`config.mk`:
```
export PLATFORM = sky130hd
export DESIGN_NAME = rtc_burst_writer
export DESIGN_NICKNAME = d
export VERILOG_FILES = /design/src/rtl/rtc_burst_writer.sv
export SDC_FILE = /design/constraint.sdc
export NUM_CORES = 1
export LEC_CHECK = 0
export CORE_AREA = 2 2 98 100
export DETAILED_ROUTE_END_ITERATION = 10
export DIE_AREA = 0 0 100 102
export PLACE_DENSITY = 0.82
export SLEW_MARGIN = 10
export SYNTH_ARGS = -nofsm -noshare
export SYNTH_HDL_FRONTEND = slang
export SYNTH_SLANG_ARGS = --single-unit
```
`constraint.sdc`:
```
create_clock -name clk -period 2.8 [get_ports clk]
set_clock_uncertainty 0.05 [all_clocks]
set_input_delay 0.42 -clock clk [delete_from_list [all_inputs] [get_ports clk]]
set_output_delay 0.42 -clock clk [all_outputs]
set_load 0.02 [all_outputs]
```
`src/rtl/rtc_burst_writer.sv`:
```
// Burst writer for the RTC register file: replays a loaded table of bytes onto the
// multiplexed address/data bus, one address phase and one data phase per masked entry.
module rtc_burst_writer #(
  parameter int                DATA_W    = 8,
  parameter int                N_REGS    = 8,
  parameter logic [DATA_W-1:0] ADDR_BASE = 8'h21,
  parameter int                PHASE_CYC = 4,
  localparam int               IDX_W     = (N_REGS > 1) ? $clog2(N_REGS) : 1,
  localparam int               CNT_W     = (PHASE_CYC > 1) ? $clog2(PHASE_CYC) : 1
) (
  input  logic              clk,
  input  logic              rst,
  input  logic              ld_en,
  input  logic [IDX_W-1:0]  ld_idx,
  input  logic [DATA_W-1:0] ld_data,
  input  logic [N_REGS-1:0] wr_mask,
  input  logic              start,
  output logic              AD,
  output logic              CS,
  output logic              WR,
  output logic              RD,
  output logic [DATA_W-1:0] bus_data,
  output logic              bus_oe,
  output logic [IDX_W-1:0]  cur_idx,
  output logic              busy,
  output logic              done
);

  typedef enum logic [3:0] {
    IDLE, SCAN,
    ADDR_SU, ADDR_ST, ADDR_HD, ADDR_GAP,
    DATA_SU, DATA_ST, DATA_HD, DATA_GAP,
    FIN
  } state_t;

  state_t            state;
  logic [IDX_W-1:0]  idx;
  logic [CNT_W-1:0]  cnt;
  logic [N_REGS-1:0] mask;
  logic [DATA_W-1:0] tbl [N_REGS];

  logic              last_idx;
  logic              phase_end;
  logic [DATA_W-1:0] addr_val;
  logic [DATA_W-1:0] data_val;

  assign last_idx  = (idx == IDX_W'(N_REGS - 1));
  assign phase_end = (cnt == CNT_W'(PHASE_CYC - 1));
  assign addr_val  = ADDR_BASE + DATA_W'(idx);
  assign data_val  = tbl[idx];
  assign RD        = 1'b1;
  assign cur_idx   = idx;

  // Register table: written only while idle so a burst sees a stable snapshot.
  always_ff @(posedge clk or posedge rst) begin
    if (rst) begin
      for (int i = 0; i < N_REGS; i++) begin
        tbl[i] <= '0;
      end
    end else if (ld_en && (state == IDLE) && (int'(ld_idx) < N_REGS)) begin
      tbl[ld_idx] <= ld_data;
    end else begin
      tbl <= tbl;
    end
  end

  // Burst sequencer; bus outputs are set on the edge that enters each phase, so
  // strobes and address/data never move on the same clock.
  always_ff @(posedge clk or posedge rst) begin
    if (rst) begin
      state    <= IDLE;
      idx      <= '0;
      cnt      <= '0;
      mask     <= '0;
      AD       <= 1'b1;
      CS       <= 1'b1;
      WR       <= 1'b1;
      bus_data <= '0;
      bus_oe   <= 1'b0;
      busy     <= 1'b0;
      done     <= 1'b0;
    end else begin
      case (state)
        IDLE: begin
          done <= 1'b0;
          if (start) begin
            mask  <= wr_mask;
            idx   <= '0;
            cnt   <= '0;
            busy  <= 1'b1;
            state <= SCAN;
          end else begin
            busy <= 1'b0;
          end
        end
        SCAN: begin
          if (mask[idx]) begin
            cnt      <= '0;
            AD       <= 1'b0;
            bus_data <= addr_val;
            bus_oe   <= 1'b1;
            state    <= ADDR_SU;
          end else if (last_idx) begin
            done  <= 1'b1;
            state <= FIN;
          end else begin
            idx <= idx + IDX_W'(1);
          end
        end
        ADDR_SU, DATA_SU: begin
          if (phase_end) begin
            cnt   <= '0;
            CS    <= 1'b0;
            WR    <= 1'b0;
            state <= (state == ADDR_SU) ? ADDR_ST : DATA_ST;
          end else begin
            cnt <= cnt + CNT_W'(1);
          end
        end
        ADDR_ST, DATA_ST: begin
          if (phase_end) begin
            cnt   <= '0;
            CS    <= 1'b1;
            WR    <= 1'b1;
            state <= (state == ADDR_ST) ? ADDR_HD : DATA_HD;
          end else begin
            cnt <= cnt + CNT_W'(1);
          end
        end
        ADDR_HD, DATA_HD: begin
          if (phase_end) begin
            cnt    <= '0;
            bus_oe <= 1'b0;
            state  <= (state == ADDR_HD) ? ADDR_GAP : DATA_GAP;
          end else begin
            cnt <= cnt + CNT_W'(1);
          end
        end
        ADDR_GAP: begin
          if (phase_end) begin
            cnt      <= '0;
            AD       <= 1'b1;
            bus_data <= data_val;
            bus_oe   <= 1'b1;
            state    <= DATA_SU;
          end else begin
            cnt <= cnt + CNT_W'(1);
          end
        end
        DATA_GAP: begin
          if (phase_end) begin
            cnt <= '0;
            if (last_idx) begin
              done  <= 1'b1;
              state <= FIN;
            end else begin
              idx   <= idx + IDX_W'(1);
              state <= SCAN;
            end
          end else begin
            cnt <= cnt + CNT_W'(1);
          end
        end
        FIN: begin
          done  <= 1'b0;
          busy  <= 1'b0;
          AD    <= 1'b1;
          state <= IDLE;
        end
        default: begin
          AD     <= 1'b1;
          CS     <= 1'b1;
          WR     <= 1'b1;
          bus_oe <= 1'b0;
          busy   <= 1'b0;
          done   <= 1'b0;
          state  <= IDLE;
        end
      endcase
    end
  end

endmodule

```
==> flow_summary.ini, run 1 <==
[worst_setup_path]
rr_startpoint = state[1]$_DFFE_PP0P_
crit_required_ps = 2330
timing.critical_path.to_type = output pin
max_fo_critical_path = 16
cp_cell_sequence = clkdlybuf4s50_1
worstSetupPathType = register to output pin
crit_buf_inv = 1
ff2ff_setup_slack_ps = 560
critical_path.max_stage_delay_ps = 750
critPathLaunchType = register
crit_path_top_delay_cell = sky130_fd_sc_hd__dfrtp_1
critical_path_arrival_ps = 1830
worst-r2r-cell-count = 5
worst_path_dominant_cell_family = flip-flops
r2r-end = state[1]$_DFFE_PP0P_

[drt]
via_per_inst = 5.745
drtIter0Drc = 161
drt_drc_violations_left = 0
ant_nets = 0
routed_wire_length_per_instance_um = 18.02
route.met2.wl_um = 4563
topRoutingLayerUsed = met4
wl_met3_um = 280
finalWirelength_um = 9262
drtPass1Iterations = 4
vias = 2953
met1Wirelength_um = 4311

[status]
outcome = completed

[cells_and_area]
nNetsFinal = 424
syn_to_final_growth_pct = 15.69
antenna-diode-count = 0
final_layout_size_suffix_gt1_share_pct = 33.25
fill_cells = 748

[power_and_ir_drop]
leakage_power_total_nw = 2.366
vdd_drop_max_uv = 438.0
power_frac_seq_pct = 42.9
total_switching_power_mw = 1.979
power.density_cell_area_nw_per_um2 = 1027
clock_power_share_pct = 16.5
power.combinational.fraction_pct = 40.6
power_report.internal_total_mw = 3.523
power_mw = 5.501
power.share.switching_pct = 35.97

[logic_synthesis]
synthesis_warning_total = 0
syn_nets = 384
synth_enable_flop_cells = 0
synth.avg_cell_area_um2 = 12.94
ys_top_cells_by_area = sky130_fd_sc_hd__dfrtp_1 (50%), sky130_fd_sc_hd__mux2_2 (18%), sky130_fd_sc_hd__mux4_2 (6.8%)
synth_seq_area_share_pct = 50.84
synth.lib_cells_used.distinct = 55
syn-instance-count = 358
synth.top_cell.area_share_pct = 49.70
asyncSetResetFlopFracSynth_pct = 100.0
yosysTopAreaCell = sky130_fd_sc_hd__dfrtp_1
synth_ff_type = sky130_fd_sc_hd__dfrtp_1
ys_ff_latch = 94
syn-cell-area_um2 = 4632

[grt]
maximum_number_of_pins_on_one_net_before_global_route_repair = 45
number_of_antenna_violations_at_the_first_check_in_global_routing = 0
groute.usage.overall_pct = 19.85
global_route_wire_length_before_repair_um = 15440
via_count_of_the_first_global_routing_pass = 3072
overflow = 0

[clock_tree]
clock_tree.root_cell = sky130_fd_sc_hd__clkbuf_8
cts_tree = done
cts_hold_buffers = 0
htreeDepth = 3
tritoncts.num_buffers = 9
cts_repair_resize_count = 0
clk-insertion-delay-late_ps = 370
worst_setup_hold_path_clk_slew_ps = 100
ctsLongestPathBuffers = 2
postCtsSetupRepairBufs = 0
clock_sinks = 94

[floorplan]
die_h_um = 102
core_area_um2 = 9109
fp.dieW_um = 100
floorplan.die_area_um2 = 10200
num_rows = 35
initial_utilization_pct = 50.85
ios = 41

[sta]
max_slew_margin_pct = 57.00
fin_hold_ws_ps = 373.4
worstMarginPinSlew_ps = 642.0
final_hold_viol_count = 0
final_slew_viol_count = 0
post-route-min-period_ps = 2305
rsz0062_at_grt = no
setup_viol = 0
total_negative_setup_slack_ps = 0
final.period_utilization_pct = 82.32
timing.fmax_ghz = 0.4339

[placement]
hpwl_um = 6509
number_of_port_buffers = 39
routabilityCongestion = 0.8659

[worst_hold_path]
timing.hold.worst.class = input port to asynchronous set/reset pin

[flow_run]
cap_violations = 0
worst register-to-register path, stage by stage, from the launching register on:
cell and delay (ps):
sky130_fd_sc_hd__dfrtp_1 530, sky130_fd_sc_hd__nand2b_2 290, sky130_fd_sc_hd__or3_1 370, sky130_fd_sc_hd__a31oi_1 510
sky130_fd_sc_hd__nor2b_1 280, sky130_fd_sc_hd__o21ai_0 110
cell type report:
cell class | instances | area (um2) | share of cell area [%]
multi-input cells | 238 | 2163 | 40.37
well taps | 111 | 138.9 | 2.592
repair buffers | 48 | 470.5 | 8.779
clock inverters | 7 | 77.57 | 1.448
clock buffers | 9 | 123.9 | 2.311
flip-flops and latches | 94 | 2355 | 43.94
inverters | 7 | 30.03 | 0.5604
logic make-up (layout without fill, tap and decap cells):
logic type	Yosys count	in the layout	synth area share [%]
AO/OA/AOI/OAI	39	39	5.537
XOR/XNOR	1	1	0.1891
adder cells (fa/ha/maj)	3	3	0.8105
buffers and inverters	26	71	2.458
flip-flops	94	94	50.84
multiplexers	102	102	27.96
other	1	1	0.08096
AND/OR/NAND/NOR	92	92	12.13
power groups by stage:
stage | sequential, mW | combinational [mW] | clock (mW)
floorplan | 2.28 | 1.72 | 0
global placement | 2.35 | 2.16 | 0
global route | 2.43 | 2.47 | 0.995
detailed placement | 2.39 | 2.25 | 0
CTS | 2.36 | 2.26 | 0.929
finish | 2.36 | 2.23 | 0.906
stage by stage:
| step | std cells | util [%] | instance area [um2] | setup slack [ps] |
|---|---|---|---|---|
| 2_1_floorplan | 358 | - | 4636 | 868.0 |
| 3_3_place_gp | 498 | 56.62 | 5157 | 589.9 |
| 3_5_place_dp | 498 | 56.62 | 5157 | 524.9 |
| 4_1_cts | 514 | 58.83 | 5359 | 457.8 |
| 5_1_grt | 514 | 58.83 | 5359 | 385.7 |
| 6_report | 514 | 58.83 | 5359 | 495.2 |
cell usage after synthesis (3+ instances only):
| cell type | number |
|---|---|
| sky130_fd_sc_hd__clkbuf_1 | 7 |
| sky130_fd_sc_hd__nor2b_1 | 5 |
| sky130_fd_sc_hd__and2_1 | 4 |
| sky130_fd_sc_hd__inv_1 | 6 |
| sky130_fd_sc_hd__dfrtp_1 | 92 |
| sky130_fd_sc_hd__nand2_1 | 22 |
| sky130_fd_sc_hd__nor2_1 | 20 |
| sky130_fd_sc_hd__ha_1 | 3 |
| sky130_fd_sc_hd__nor3_1 | 5 |
| sky130_fd_sc_hd__mux2_2 | 73 |
| sky130_fd_sc_hd__a31oi_1 | 3 |
| sky130_fd_sc_hd__mux4_2 | 14 |
| sky130_fd_sc_hd__o21ai_0 | 11 |
| sky130_fd_sc_hd__or3_1 | 3 |
| sky130_fd_sc_hd__buf_2 | 7 |
| sky130_fd_sc_hd__a21oi_1 | 9 |
| sky130_fd_sc_hd__buf_1 | 3 |
| sky130_fd_sc_hd__nand3_1 | 10 |
| sky130_fd_sc_hd__a22oi_1 | 3 |
| sky130_fd_sc_hd__mux2i_1 | 12 |
per-layer routing:
metal / GRT usage, % / up-vias
met1: 26.94 / 1496
met5: 0 / -
met3: 3.625 / 9
met4: 7.271 / 0
met2: 32.43 / 58
li1: - / 1390
worst max-delay path by stage:
stage | start | end | slack (ps) | depth (start not counted)
final | cur_idx[2]$_DFFE_PP0P_ | cur_idx[2] | 500 | 1
after global routing | cur_idx[2]$_DFFE_PP0P_ | cur_idx[2] | 390 | 1
after CTS | cur_idx[2]$_DFFE_PP0P_ | cur_idx[2] | 460 | 1
after detailed placement | ld_idx[2] | tbl[30]$_DFFE_PP0P_ | 520 | 3
after global placement | ld_idx[2] | tbl[31]$_DFFE_PP0P_ | 590 | 3
after floorplan | cur_idx[0]$_DFFE_PP0P_ | bus_data[1]$_DFFE_PP0P_ | 870 | 6
flip-flops by register name, summed over array words and instances (netlist names), 2 cells and up:
name	count
state	4
tbl	64
mask	8
cnt	2
bus_data	8
cur_idx	3
layout by cell type (no fill, tap or decap), types with 4 or more instances in the layout:
master                            netlist  routed
sky130_fd_sc_hd__dfrtp_1               92      92
sky130_fd_sc_hd__mux2_2                73      73
sky130_fd_sc_hd__clkdlybuf4s50_1        0      39
sky130_fd_sc_hd__nand2_1               22      22
sky130_fd_sc_hd__nor2_1                20      20
sky130_fd_sc_hd__mux4_2                14      14
sky130_fd_sc_hd__mux2i_1               12      12
sky130_fd_sc_hd__o21ai_0               11      11
sky130_fd_sc_hd__nand3_1               10      10
sky130_fd_sc_hd__a21oi_1                9       9
sky130_fd_sc_hd__clkbuf_8               0       9
sky130_fd_sc_hd__buf_4                  2       8
sky130_fd_sc_hd__inv_1                  6       5
sky130_fd_sc_hd__nor2b_1                5       5
sky130_fd_sc_hd__nor3_1                 5       5
sky130_fd_sc_hd__and2_1                 4       4
sky130_fd_sc_hd__inv_8                  0       4
(Power assumes the default switching activity.)
==> inputs of run 2 (changes only) <==
CORE_AREA = 2 2 95 97   (was 2 2 98 100)
DIE_AREA = 0 0 97 99   (was 0 0 100 102)
PLACE_DENSITY = 0.84   (was 0.82)
clock period = 2.27 ns   (was 2.8 ns; I/O delays follow)
==> run 2 against run 1 <==
  * Wire length rose by 0.48%
  * Flip-flop and latch count stayed put
  * Final area is 0.86% higher
  * Core utilization rose by 4.4 points
  * Sequential power up 22%
  * Die area down 5.9%
  * First-iteration DRC count fell by 24%
  * Clock power is 18% higher
  * Hold slack improved by 21 ps
  * Sequential share of layout area fell by 0.35 points
  * Critical path depth increased by 3
  * Critical endpoint is now tbl[28]$_DFFE_PP0P_
  * Highest routed layer unchanged
==> flow_summary.ini, run 2 (same netlist as run 1, synthesis figures left out) <==
[clock_tree]
ctsLongestPathBuffers = 2
cts_tree = done
clock_tree.root_cell = sky130_fd_sc_hd__clkbuf_8
htreeDepth = 3
clock_sinks = 94
cts_hold_buffers = 0
worst_setup_hold_path_clk_slew_ps = 100
tritoncts.num_buffers = 9
clk-insertion-delay-late_ps = 370
postCtsSetupRepairBufs = 0

[cells_and_area]
top_register = tbl
nNetsFinal = 432
final_layout_size_suffix_gt1_share_pct = 34.79
antenna-diode-count = 0
layout.cells.most_common = sky130_fd_sc_hd__dfrtp_1
finish.utilization_pct = 63.21
fill_cells = 641
reg_top3 = tbl x64, bus_data x8, mask x8
max_reg_flops = 64
layout_common_cells = sky130_fd_sc_hd__dfrtp_1 (91), sky130_fd_sc_hd__mux2_2 (73), sky130_fd_sc_hd__clkdlybuf4s50_1 (39)
syn_to_final_growth_pct = 16.69

[worst_setup_path]
crit_required_ps = 2470
worst-r2r-cell-count = 4
critPathLaunchType = register
timing.critical_path.to_type = register
ff2ff_setup_slack_ps = 130
rr_startpoint = state[0]$_DFFE_PP0P_
r2r-end = tbl[28]$_DFFE_PP0P_
worstSetupPathType = register to register
critical_path_arrival_ps = 2340
max_fo_critical_path = 8

[drt]
drtIter0Drc = 123
routed_wire_length_per_instance_um = 17.93
drt_drc_violations_left = 0
drtPass1Iterations = 4
ant_nets = 0
finalWirelength_um = 9306
vias = 3032
via_per_inst = 5.842

[grt]
overflow = 0
global_route_wire_length_before_repair_um = 15520
maximum_number_of_pins_on_one_net_before_global_route_repair = 95
via_count_of_the_first_global_routing_pass = 3117
number_of_antenna_violations_at_the_first_check_in_global_routing = 0
groute.usage.overall_pct = 20.41

[power_and_ir_drop]
leakage_power_total_nw = 2.398
vdd_drop_max_uv = 595.8
power.density_cell_area_nw_per_um2 = 1257

[sta]
max_slew_margin_pct = 65.89
rsz0062_at_grt = no
setup_viol = 0
final_slew_viol_count = 0
final_hold_viol_count = 0
fin_hold_ws_ps = 394.8
timing.fmax_ghz = 0.4671
total_negative_setup_slack_ps = 0
final.period_utilization_pct = 94.32
worstMarginPinSlew_ps = 511.1
post-route-min-period_ps = 2141

[floorplan]
core_area_um2 = 8551
die_h_um = 99
initial_utilization_pct = 54.17
floorplan.die_area_um2 = 9603
fp.dieW_um = 97
ios = 41
num_rows = 34

[placement]
hpwl_um = 6649
routabilityCongestion = 0.8885
number_of_port_buffers = 39

[status]
outcome = completed

[worst_hold_path]
timing.hold.worst.class = input port to asynchronous set/reset pin

[flow_run]
cap_violations = 0
run 2: changes by cell type in the layout (fill, tap and decap cells not counted):
cell | previous run | this run
sky130_fd_sc_hd__inv_8 | 4 | 3
sky130_fd_sc_hd__dfrtp_2 | 0 | 1
sky130_fd_sc_hd__clkinv_8 | 1 | 0
sky130_fd_sc_hd__clkinvlp_4 | 2 | 3
sky130_fd_sc_hd__buf_4 | 8 | 16
sky130_fd_sc_hd__clkinv_4 | 1 | 2
sky130_fd_sc_hd__dfrtp_1 | 92 | 91
run 2: metal layers:
layer  track usage, %  up-vias  part of all wire [%]
met4            7.584        0                   1.5
met3            3.404       12                   3.5
li1                 -     1404                     -
met2            34.19       63                    50
met5                0        -                     0
met1            27.06     1553                    45
run 2: power breakdown:
part | internal (mW) | total (mW) | switching [mW] | leakage [nW]
clock | 0.425 | 1.07 | 0.645 | 0.0914
combinational | 1.56 | 2.86 | 1.30 | 1.11
sequential | 2.40 | 2.87 | 0.468 | 1.20
run 2: what timing repair did:
| action | in CTS | in global routing |
|---|---|---|
| hold endpoints to repair | 0 | 0 |
| resized for setup | 0 | 1 |
| endpoints found under the setup margin | 0 | 1 |
run 2: stage by stage:
step,worst slack [ps],cell area (um2),cells,power (mW)
after floorplan,338.0,4636,358,4.931
after CTS,69.01,5404,519,6.839
after global placement,232.5,5214,503,5.617
after detailed placement,125.2,5214,503,5.783
after global routing,66.05,5405,519,7.240
final,129.0,5405,519,6.795
run 2: area by class of cell:
| type | instances | area, um2 | area share [%] |
|---|---|---|---|
| Inverter | 7 | 30.03 | 0.5556 |
| Timing Repair Buffer | 56 | 530.5 | 9.815 |
| Sequential cell | 94 | 2356 | 43.59 |
| Clock buffer | 9 | 123.9 | 2.292 |
| Tap cell | 108 | 135.1 | 2.500 |
| Clock inverter | 7 | 66.31 | 1.227 |
| Multi-Input combinational cell | 238 | 2163 | 40.02 |
run 2: worst max-delay path, cell delays in order (launching register included):
cell,delay [ps]
sky130_fd_sc_hd__dfrtp_1,440
sky130_fd_sc_hd__nor4_4,460
sky130_fd_sc_hd__nand3b_4,180
sky130_fd_sc_hd__nor3b_4,500
sky130_fd_sc_hd__mux2_2,390
run 2: worst max path at each step:
| stage | start | end | slack (ps) | cells after the start |
|---|---|---|---|---|
| 5_1_grt | state[0]$_DFFE_PP0P_ | tbl[29]$_DFFE_PP0P_ | 70 | 4 |
| 2_1_floorplan | cur_idx[0]$_DFFE_PP0P_ | bus_data[1]$_DFFE_PP0P_ | 340 | 6 |
| 3_5_place_dp | ld_idx[1] | tbl[13]$_DFFE_PP0P_ | 130 | 4 |
| 4_1_cts | cur_idx[2]$_DFFE_PP0P_ | cur_idx[2] | 70 | 2 |
| 6_report | state[0]$_DFFE_PP0P_ | tbl[28]$_DFFE_PP0P_ | 130 | 4 |
| 3_3_place_gp | state[0]$_DFFE_PP0P_ | tbl[28]$_DFFE_PP0P_ | 230 | 4 |
